==> src/rtl/seg_pkg.sv <==
// Shared definitions for the fetch/decode segment: datapath width, the
// canonical NOP inserted when decode has nothing valid, and the entry format
// carried from fetch to decode.
package seg_pkg;

  localparam int XLEN = 32;

  // addi x0, x0, 0
  localparam logic [31:0] NOP_INSTR = 32'h00000013;

  typedef struct packed {
    logic [XLEN-1:0] pc;
    logic [XLEN-1:0] instr;
  } fetch_entry_t;

endpackage : seg_pkg

==> src/rtl/fe_de_fetch_buffer.sv <==
// Fetch-to-decode buffer: a small FIFO of {pc, instr} entries with a
// valid/ready handshake toward decode. It replaces a plain IF/ID register.
// fe_enable stalls the fetch PC when the buffer is full, and flush discards
// every buffered entry.
// Optional build macro FE_DE_STALL_CNT_EN adds a saturating counter of the
// cycles in which fetch had a valid instruction but was stalled. Without the
// macro, stall_cnt is tied to zero.
// XLEN is expected to match seg_pkg::XLEN because storage uses fetch_entry_t.
module fe_de_fetch_buffer
  import seg_pkg::*;
#(
  parameter int DEPTH = 2,
  parameter int XLEN  = seg_pkg::XLEN
) (
  input  logic            clk,
  input  logic            rst,
  input  logic            flush,
  input  logic            fe_valid,
  input  logic [XLEN-1:0] fe_pc,
  input  logic [XLEN-1:0] fe_instr,
  output logic            fe_enable,
  input  logic            de_ready,
  output logic            de_valid,
  output logic [XLEN-1:0] de_pc,
  output logic [XLEN-1:0] de_pc_plus4,
  output logic [XLEN-1:0] de_instr,
  output logic [31:0]     stall_cnt
);

  localparam int PTR_W = $clog2(DEPTH);
  localparam int CNT_W = $clog2(DEPTH + 1);

  fetch_entry_t           storage_q [DEPTH];
  logic [PTR_W-1:0]       wr_ptr_q, wr_ptr_d;
  logic [PTR_W-1:0]       rd_ptr_q, rd_ptr_d;
  logic [CNT_W-1:0]       count_q, count_d;
  logic                   push_s;
  logic                   pop_s;
  fetch_entry_t           head_s;

  // Full/empty are decoded from registered count only, so fe_enable has no
  // combinational path from de_ready. A pop in a full cycle therefore cannot
  // make room for a push in that same cycle.
  assign fe_enable = (count_q != CNT_W'(DEPTH));
  assign de_valid  = (count_q != CNT_W'(0));
  assign push_s    = fe_valid & fe_enable & ~flush;
  assign pop_s     = de_valid & de_ready & ~flush;
  assign head_s    = storage_q[rd_ptr_q];

  // Head presentation: zero PC and NOP when empty so decode sees a bubble.
  always_comb begin
    de_pc    = {XLEN{1'b0}};
    de_instr = XLEN'(NOP_INSTR);
    if (de_valid) begin
      de_pc    = head_s.pc;
      de_instr = head_s.instr;
    end else begin
      de_pc    = {XLEN{1'b0}};
      de_instr = XLEN'(NOP_INSTR);
    end
  end

  assign de_pc_plus4 = de_pc + XLEN'(4);

  // Next-state for pointers and occupancy; flush empties by snapping rd to wr.
  always_comb begin
    wr_ptr_d = wr_ptr_q;
    rd_ptr_d = rd_ptr_q;
    count_d  = count_q;
    if (flush) begin
      rd_ptr_d = wr_ptr_q;
      count_d  = CNT_W'(0);
    end else begin
      if (push_s) begin
        wr_ptr_d = wr_ptr_q + PTR_W'(1);
      end else begin
        wr_ptr_d = wr_ptr_q;
      end
      if (pop_s) begin
        rd_ptr_d = rd_ptr_q + PTR_W'(1);
      end else begin
        rd_ptr_d = rd_ptr_q;
      end
      case ({push_s, pop_s})
        2'b10:   count_d = count_q + CNT_W'(1);
        2'b01:   count_d = count_q - CNT_W'(1);
        default: count_d = count_q;
      endcase
    end
  end

  // Pointer and occupancy registers with synchronous reset.
  always_ff @(posedge clk) begin
    if (rst) begin
      wr_ptr_q <= {PTR_W{1'b0}};
      rd_ptr_q <= {PTR_W{1'b0}};
      count_q  <= {CNT_W{1'b0}};
    end else begin
      wr_ptr_q <= wr_ptr_d;
      rd_ptr_q <= rd_ptr_d;
      count_q  <= count_d;
    end
  end

  // Entry storage: data only, no reset needed since count gates visibility.
  always_ff @(posedge clk) begin
    if (push_s && !rst) begin
      storage_q[wr_ptr_q].pc    <= fe_pc;
      storage_q[wr_ptr_q].instr <= fe_instr;
    end
  end

`ifdef FE_DE_STALL_CNT_EN
  logic [31:0] stall_cnt_q;

  // Saturating count of cycles where fetch had work but was held off;
  // only reset clears it, flush deliberately leaves it alone.
  always_ff @(posedge clk) begin
    if (rst) begin
      stall_cnt_q <= 32'd0;
    end else if (fe_valid && !fe_enable && (stall_cnt_q != 32'hFFFF_FFFF)) begin
      stall_cnt_q <= stall_cnt_q + 32'd1;
    end else begin
      stall_cnt_q <= stall_cnt_q;
    end
  end

  assign stall_cnt = stall_cnt_q;
`else
  assign stall_cnt = 32'd0;
`endif

endmodule : fe_de_fetch_buffer
==> config.mk <==
export PLATFORM = sky130hd
export DESIGN_NAME = fe_de_fetch_buffer
export DESIGN_NICKNAME = d
export VERILOG_FILES = /design/src/rtl/seg_pkg.sv /design/src/rtl/fe_de_fetch_buffer.sv
export SDC_FILE = /design/constraint.sdc
export NUM_CORES = 1
export LEC_CHECK = 0
export CAP_MARGIN = 20
export CORE_ASPECT_RATIO = 0.6
export CORE_MARGIN = 2
export CORE_UTILIZATION = 30
export CTS_CLUSTER_DIAMETER = 150
export DETAILED_ROUTE_END_ITERATION = 12
export DONT_BUFFER_PORTS = 1
export PLACE_DENSITY = 0.42
export SLEW_MARGIN = 30
export SYNTH_ARGS = -nofsm -noshare
export SYNTH_HDL_FRONTEND = slang
export SYNTH_SLANG_ARGS = --single-unit
==> constraint.sdc <==
create_clock -name clk -period 7.55 [get_ports clk]
set_clock_uncertainty 0.1 [all_clocks]
set_input_delay 0.755 -clock clk [delete_from_list [all_inputs] [get_ports clk]]
set_output_delay 0.755 -clock clk [all_outputs]
set_load 0.05 [all_outputs]
==> results.sh, run 1 <==
export IMPL_status="complete, no violations"
export IMPL_cts_max_level=4
export IMPL_grt_max_degree=73
export IMPL_die_h_um=116
export IMPL_crit_fanout=8
export IMPL_synth_warnings=0
export IMPL_insertion_delay_ns=0.42
export IMPL_timing_final_hold_violations=0
export IMPL_synthTopCellsByArea="edfxtp_1, mux2i_1, buf_4, nor2_1, xor2_1"
export IMPL_finalInstanceArea_mm2=0.00725
export IMPL_avgViaCountPerCell=4.64
export IMPL_synth_flop_cell="edfxtp_1"
export IMPL_ys_top_cells_by_count="edfxtp_1, nor2_1, mux2i_1"
export IMPL_coreArea_mm2=0.0202
export IMPL_yosysTopAreaCellShare=0.615
export IMPL_required_ns=6.69
export IMPL_drive_above_1_share=0.222
export IMPL_placed_cell_area_mm2=0.00659
export IMPL_slew_headroom=0.314
export IMPL_synth_seq_cells=133
export IMPL_syn_inst=443
export IMPL_synth_area_per_cell_um2=14.1
export IMPL_synth_edf_count=128
export IMPL_leakage_nw=2.39
export IMPL_fmax_ghz=0.178
export IMPL_dpl_hpwl_um=10800
export IMPL_gr_usage_all_layers=0.140
export IMPL_worstSetupPathType="flop to output port"
export IMPL_numClockSinks=133
export IMPL_final_max_slew_viol_count=0
export IMPL_final_setup_tns_ns=0
export IMPL_areaGrowthSynthToFinish_pct=16.1
export IMPL_row_count=40
export IMPL_async_flop_share=0
export IMPL_rsz0062_at_grt="no"
export IMPL_crit_path_end_kind="output port"
export IMPL_cts_buffers=17
export IMPL_multi_input_area_mm2=0.00219
export IMPL_yosysMostFrequentCell="edfxtp_1"
export IMPL_drt_total_wl_um=15000
export IMPL_timing_hold_ws_ns=0.297
export IMPL_chipWidth_um=190
export IMPL_worstPathArrival_ns=4.77
export IMPL_io_pin_count=199
export IMPL_drtIter0Drc=154
export IMPL_fill_cells=1916
export IMPL_start_kind="flop"
export IMPL_worstMarginPinSlew_ns=1.03
export IMPL_synth_top_cell_by_area="edfxtp_1"
export IMPL_min_path_type="input port to flop"
export IMPL_vdd_drop_max_uv=145
export IMPL_timing_final_ws_setup_ns=1.92
export IMPL_cts_tree="yes"
export IMPL_vias=3444
export IMPL_port_buffers=0
export IMPL_dp_slack_ns=2.29
export IMPL_antenna_found_initial=0
export IMPL_clockBufferDepth=2
export IMPL_start_util=0.309
export IMPL_synthesis_area_mm2=0.00625
export IMPL_yosysSeqAreaShare=0.631
export IMPL_wl_per_cell_um=20.2
export IMPL_ys_types=41
export IMPL_antenna_cells=0
export IMPL_maxCapViolCount=0
export IMPL_p_per_area_mw_per_mm2=262
export IMPL_seqCellArea_mm2=0.00395
export IMPL_ant_nets=0
export IMPL_cts_setup_buffers=0
export IMPL_cts_hold_buffers=0
export IMPL_grt_ovfl_total=0
export IMPL_fin_crit_sh=0.745
export IMPL_drt_pass1_iterations=4
export IMPL_place_congestion=0.776
export IMPL_setup_viol=0
export IMPL_root_buffer="clkbuf_16"
export IMPL_fin_crit_ns=5.63
export IMPL_postCtsResizedCells=0
export IMPL_cts_clk_slew_worst_paths_ns=0.06
export IMPL_drc=0
export IMPL_nNetsFinal=527
export IMPL_grt_pass1_wl_um=21700
export IMPL_dieArea_mm2=0.0220
export IMPL_grt_pass1_vias=3399
==> report_power, final <==
part           switching [W]  leakage (nW)  internal, W
clock network       0.000306         0.310     0.000581
registers          0.0000123          1.20     0.000828
logic               0.000143         0.872    0.0000305
==> layout by cell type (no fill, tap or decap), types with 5 or more instances in the layout <==
master,instances
nor4_1,7
nand3_1,14
xor2_1,15
nand3b_1,6
xnor2_1,6
conb_1,32
buf_4,14
xnor2_2,10
nor3_1,7
nor2_2,18
inv_1,5
clkbuf_16,17
a211oi_2,5
nand2_1,14
mux2i_1,63
nor2_1,44
edfxtp_1,128
nand4_1,6
bufinv_16,5
==> final cells by class <==
cell class / instances / share of cell area
flip-flops and latches: 133 / 0.545
multi-input cells: 284 / 0.302
clock buffers: 17 / 0.0587
well taps: 273 / 0.0471
clock inverters: 15 / 0.0290
repair buffers: 15 / 0.0161
inverters: 5 / 0.00259
==> critical path: stages, from the launching register on <==
cell and delay, ns:
dfxtp_1 0.45, nor2_4 0.08, inv_1 0.45, nand2_1 0.48, inv_1 0.51, ha_1 0.33
o21ai_0 0.15, a211oi_2 0.36, nand4_2 0.35, nor4_1 0.36, xor2_1 0.82
==> state kept, by name (all words and copies together) (netlist names), named ones only <==
| register | cells |
|---|---|
| count_q | 2 |
| rd_ptr_q | 1 |
| wr_ptr_q | 1 |
| storage_q | 128 |
==> stage by stage <==
step / std cells / power, W / utilization
2_1_floorplan: 474 / 0.00102 / -
3_3_place_gp: 710 / 0.00103 / 0.320
3_5_place_dp: 710 / 0.00103 / 0.326
4_1_cts: 742 / 0.00193 / 0.357
5_1_grt: 742 / 0.00197 / 0.359
6_report: 742 / 0.00190 / 0.359
==> layer usage <==
layer,track usage,wire [µm]
met5,0,0
met4,0.0620,253
met3,0.0690,1320
met2,0.197,6480
met1,0.182,6910
==> path summary, 6_finish.rpt <==
path / from / cells past startpoint / slack [ns] / to
setup / recovery: count_q[0] / 10 / 1.92 / de_pc_plus4[26]
hold / removal: rst / 1 / 0.30 / wr_ptr_q
setup reg to reg: count_q[0] / 5 / 4.75 / storage_q[1][17]
hold reg to reg: wr_ptr_q / 2 / 0.51 / wr_ptr_q
==> logic make-up (layout without fill, tap and decap cells) <==
family                     after synthesis  count (layout)  synth area share
AOI/OAI and AO/OA                       14              14            0.0280
muxes                                   64              64             0.103
xor gates and xnor gates                33              33            0.0463
other                                    1              32          0.000600
DFF                                    133             133             0.631
and+or+nand+nor                        139             139             0.122
adders and majority gates                2               2           0.00401
buffers and inverters                   57              52            0.0647
No activity file was read; power rests on OpenSTA's default activity.
==> run 2, diff against run 1 <==
Settings changed: PLACE_DENSITY 0.42 to 0.41.
Clock period 7.55 ns to 5.75 ns, I/O delays scaled along.
==> run 2 against run 1 <==
  * Routed wire length up 0.47%
  * Critical path depth is 1 higher
  * Total power grew 26%
  * Non-clock buffer count increased by 24
  * Combinational power up 34%
  * Critical path type unchanged
  * Highest routed layer unchanged
  * Die area unchanged
  * Flip-flop and latch count unchanged
  * Count of clock-buffer cells in the layout unchanged
  * Worst hold slack got worse by 0.17 ns
==> results.sh, run 2 (synthesis results as in run 1) <==
export IMPL_numClockSinks=133
export IMPL_antenna_found_initial=0
export IMPL_vdd_drop_max_uv=177
export IMPL_cts_tree="yes"
export IMPL_row_count=40
export IMPL_cts_hold_buffers=0
export IMPL_worstSetupPathType="flop to output port"
export IMPL_worstPathArrival_ns=4.07
export IMPL_port_buffers=0
export IMPL_chipWidth_um=190
export IMPL_slew_headroom=0.327
export IMPL_timing_final_hold_violations=0
export IMPL_final_setup_tns_ns=0
export IMPL_cts_buffers=17
export IMPL_worstMarginPinSlew_ns=1.01
export IMPL_timing_final_ws_setup_ns=1.01
export IMPL_coreArea_mm2=0.0202
export IMPL_cts_max_level=4
export IMPL_gr_usage_all_layers=0.140
export IMPL_fmax_ghz=0.211
export IMPL_drt_total_wl_um=15000
export IMPL_crit_fanout=8
export IMPL_wl_per_cell_um=19.7
export IMPL_timing_hold_ws_ns=0.131
export IMPL_die_h_um=116
export IMPL_antenna_cells=0
export IMPL_vias=3521
export IMPL_crit_path_end_kind="output port"
export IMPL_rsz0062_at_grt="no"
export IMPL_io_pin_count=199
export IMPL_start_kind="flop"
export IMPL_final_max_slew_viol_count=0
export IMPL_avgViaCountPerCell=4.61
export IMPL_setup_viol=0
export IMPL_cts_setup_buffers=0
export IMPL_insertion_delay_ns=0.42
export IMPL_drc=0
export IMPL_drive_above_1_share=0.227
export IMPL_leakage_nw=2.46
export IMPL_grt_ovfl_total=0
export IMPL_start_util=0.309
export IMPL_maxCapViolCount=0
export IMPL_wl_met1_um=7130
export IMPL_largest_register="storage_q"
export IMPL_dp_slack_ns=1.39
export IMPL_grt_max_degree=74
export IMPL_p_total_w=0.00240
export IMPL_final_common_cell="edfxtp_1"
export IMPL_fin_crit_sh=0.824
export IMPL_ant_nets=0
export IMPL_wl_met2_um=6290
export IMPL_fin_crit_ns=4.74
export IMPL_postCtsResizedCells=0
export IMPL_place_congestion=0.758
export IMPL_dpl_hpwl_um=10600
export IMPL_wl_met3_um=1410
export IMPL_drt_pass1_iterations=4
export IMPL_min_path_type="input port to flop"
export IMPL_p_per_area_mw_per_mm2=328
export IMPL_final_cell_mix="edfxtp_1, mux2i_1, nor2_1, buf_4, conb_1"
export IMPL_top_regs="storage_q: 128 flops, count_q: 2 flops"
export IMPL_cts_clk_slew_worst_paths_ns=0.06
export IMPL_nNetsFinal=551
export IMPL_dieArea_mm2=0.0220
export IMPL_drtIter0Drc=150
export IMPL_root_buffer="clkbuf_16"
export IMPL_largest_reg_flops=128
export IMPL_status="complete, no violations"
export IMPL_grt_pass1_vias=3567
export IMPL_areaGrowthSynthToFinish_pct=16.9
export IMPL_grt_pass1_wl_um=22200
export IMPL_highest_layer="met4"
export IMPL_clockBufferDepth=2
export IMPL_required_ns=5.08
## run 2: path summary, 6_finish.rpt
kind                    from          endpoint  slack [ns]  depth (start not counted)
setup / recovery  count_q[0]   de_pc_plus4[24]        1.01                         11
hold / removal           rst          wr_ptr_q        0.13                          1
setup reg to reg  count_q[0]  storage_q[1][22]        2.64                          5
hold reg to reg     rd_ptr_q              flop        0.51                          3
## run 2: layout make-up
class / instances / area (µm²)
Clock inverter: 12 / 140
Tap cell: 273 / 342
Sequential cell: 133 / 3950
Inverter: 5 / 18.8
Timing Repair Buffer: 39 / 300
Multi-Input combinational cell: 284 / 2130
Fill cell: 1963 / 12900
Clock buffer: 17 / 425
## run 2: layer usage
| metal | GRT usage | vias up |
|---|---|---|
| met1 | 0.187 | 1748 |
| met5 | 0 | - |
| li1 | - | 1630 |
| met3 | 0.0672 | 15 |
| met4 | 0.0553 | 0 |
| met2 | 0.195 | 128 |
## run 2: worst max-delay path: stages (launching register included)
cell      delay (ns)
dfxtp_1         0.44
nor2_4          0.07
inv_1           0.45
nand2_1         0.51
inv_1           0.20
ha_1            0.28
o21ai_0         0.17
a211oi_2        0.34
nand4_2         0.38
nor4_1          0.38
xor2_1          0.20
buf_4           0.22
## run 2: stage by stage
| stage | cells | utilization | cell area (µm²) |
|---|---|---|---|
| 2_1_floorplan | 474 | - | 6370 |
| 3_3_place_gp | 733 | 0.329 | 6640 |
| 3_5_place_dp | 734 | 0.333 | 6730 |
| 4_1_cts | 763 | 0.361 | 7290 |
| 5_1_grt | 763 | 0.361 | 7300 |
| 6_report | 763 | 0.361 | 7300 |
## run 2: where the power goes
| part | switching [W] | internal (W) | total [W] |
|---|---|---|---|
| registers | 0.0000162 | 0.00109 | 0.00110 |
| logic | 0.000186 | 0.0000455 | 0.000231 |
| clock network | 0.000394 | 0.000667 | 0.00106 |
| total | 0.000596 | 0.00180 | 0.00240 |
==> run 3, diff against run 2 <==
Settings changed: PLACE_DENSITY 0.41 to 0.42.
Clock period 5.75 ns to 4.3 ns, I/O delays scaled along.
==> run 3 against run 2 <==
  * Global-route usage up 0.14 points
  * Final cell count is 11% higher
  * Routed wire length barely moved
  * Sequential power increased by 34%
  * Worst hold slack got worse by 0.015 ns
  * Combinational power grew 68%
  * Core utilization is 4.7 points higher
  * Critical path type unchanged
  * Critical endpoint is now de_pc_plus4[30]
  * Largest cell class unchanged
  * Largest power group unchanged
  * Highest routed layer unchanged
==> results.sh, run 3 (synthesis results as in run 1) <==
export IMPL_largest_register="storage_q"
export IMPL_gr_usage_all_layers=0.141
export IMPL_port_buffers=0
export IMPL_fill_cells=1910
export IMPL_grt_pass1_wl_um=23100
export IMPL_areaGrowthSynthToFinish_pct=32.0
export IMPL_grt_pass1_vias=4049
export IMPL_row_count=40
export IMPL_cts_buffers=17
export IMPL_timing_final_hold_violations=0
export IMPL_root_buffer="clkbuf_16"
export IMPL_maxCapViolCount=0
export IMPL_vias=3824
export IMPL_critical_path_most_common_cell="buf_4"
export IMPL_slowest_delay_ns=0.46
export IMPL_io_pin_count=199
export IMPL_critPathLaunch="count_q[0]"
export IMPL_crit_path_end_kind="output port"
export IMPL_final_cell_mix="edfxtp_1, dlygate4sd3_1, mux2i_1, nor2_1, buf_4"
export IMPL_drt_pass1_iterations=4
export IMPL_rsz0062_at_grt="yes"
export IMPL_fmax_ghz=0.241
export IMPL_finalInstanceArea_mm2=0.00824
export IMPL_numClockSinks=133
export IMPL_start_kind="flop"
export IMPL_grt_ovfl_total=0
export IMPL_crit_fanout=17
export IMPL_avgViaCountPerCell=4.51
export IMPL_drive_above_1_share=0.239
export IMPL_antenna_found_initial=1
export IMPL_wl_per_cell_um=17.7
export IMPL_timing_final_ws_setup_ns=0.158
export IMPL_cts_clk_slew_worst_paths_ns=0.06
export IMPL_drt_total_wl_um=15000
export IMPL_die_h_um=116
export IMPL_drc=0
export IMPL_status="complete, no violations"
export IMPL_path_cells="nor2_4 > buf_4 > inv_1 > buf_4 > nand2_2 > clkinvlp_4 > ha_1 > o21ai_0 > a211oi_2 > nand4_2 > nor4_2 > xor2_2 > buf_12"
export IMPL_min_path_type="input port to flop"
export IMPL_dp_slack_ns=0.558
export IMPL_dpl_hpwl_um=10400
export IMPL_nNetsFinal=631
export IMPL_worstMarginPinSlew_ns=1.00
export IMPL_place_congestion=0.733
export IMPL_seqCellArea_mm2=0.00395
export IMPL_coreArea_mm2=0.0202
export IMPL_fin_crit_sh=0.963
export IMPL_vdd_drop_max_uv=263
export IMPL_grt_max_degree=58
export IMPL_worstSetupPathType="flop to output port"
export IMPL_p_per_area_mw_per_mm2=401
export IMPL_final_setup_tns_ns=0
export IMPL_slew_headroom=0.329
export IMPL_clockBufferDepth=2
export IMPL_timing_hold_ws_ns=0.116
export IMPL_final_common_cell="edfxtp_1"
export IMPL_dieArea_mm2=0.0220
export IMPL_worstPathArrival_ns=3.61
export IMPL_final_max_slew_viol_count=0
export IMPL_cts_tree="yes"
export IMPL_largest_reg_flops=128
export IMPL_required_ns=3.77
export IMPL_insertion_delay_ns=0.41
export IMPL_critical_path_slowest_cell="dfxtp_1"
export IMPL_p_total_w=0.00330
export IMPL_leakage_nw=2.78
export IMPL_drtIter0Drc=216
export IMPL_cts_max_level=4
export IMPL_multi_input_area_mm2=0.00218
export IMPL_setup_viol=0
export IMPL_start_util=0.309
export IMPL_fin_crit_ns=4.14
export IMPL_ant_nets=0
export IMPL_placed_cell_area_mm2=0.00695
export IMPL_worstHoldStart="flush"
export IMPL_top_regs="storage_q: 128 flops, count_q: 2 flops"
export IMPL_chipWidth_um=190
export IMPL_r2r_start="count_q[0]"
run 3: final cells by class:
| class | instances | area share |
|---|---|---|
| Inverter | 5 | 0.00273 |
| Tap cell | 273 | 0.0414 |
| Antenna cell | 1 | 0.000304 |
| Sequential cell | 133 | 0.479 |
| Timing Repair Buffer | 119 | 0.141 |
| Multi-Input combinational cell | 284 | 0.264 |
| Clock inverter | 14 | 0.0196 |
| Clock buffer | 18 | 0.0521 |
run 3: final timing paths:
check	slack [ns]	endpoint	cells after the start
worst max-delay path	0.16	de_pc_plus4[30]	13
worst min-delay path	0.12	rd_ptr_q	2
worst max register to register	1.26	count_q[1]	8
worst min register to register	0.51	flop	3
run 3: what timing repair did:
item | in CTS | in global routing
resized for setup | 0 | 4
setup buffers | 0 | 0
endpoints found under the setup margin | 0 | 7
hold buffers | 67 | 0
endpoints found under the hold margin | 133 | 0
run 3: critical path, delay by kind of cell, from the launching register on:
kind            cells  cell delay [ns]
xor+xnor            1             0.21
compound gates      2             0.48
flops               1             0.46
fa+ha+maj           1             0.27
buf+inv             5             0.76
simple gates        4             1.00
run 3: power breakdown:
| group | total (W) | switching [W] | internal (W) |
|---|---|---|---|
| registers | 0.00147 | 0.0000160 | 0.00145 |
| logic | 0.000389 | 0.000277 | 0.000112 |
| clock network | 0.00145 | 0.000541 | 0.000905 |
run 3: through the flow:
stage | cells | util
after CTS | 846 | 0.406
after global routing | 847 | 0.408
after floorplan | 474 | -
after global placement | 747 | 0.342
after detailed placement | 747 | 0.344
final | 847 | 0.408
run 3: per-layer routing:
layer,global-route usage,vias up,routed length [µm],part of all wire
met4,0.0434,0,131,0.0087
met5,0,-,0,0
met1,0.190,1888,7130,0.47
li1,-,1794,-,-
met3,0.0542,10,1160,0.077
met2,0.213,132,6600,0.44
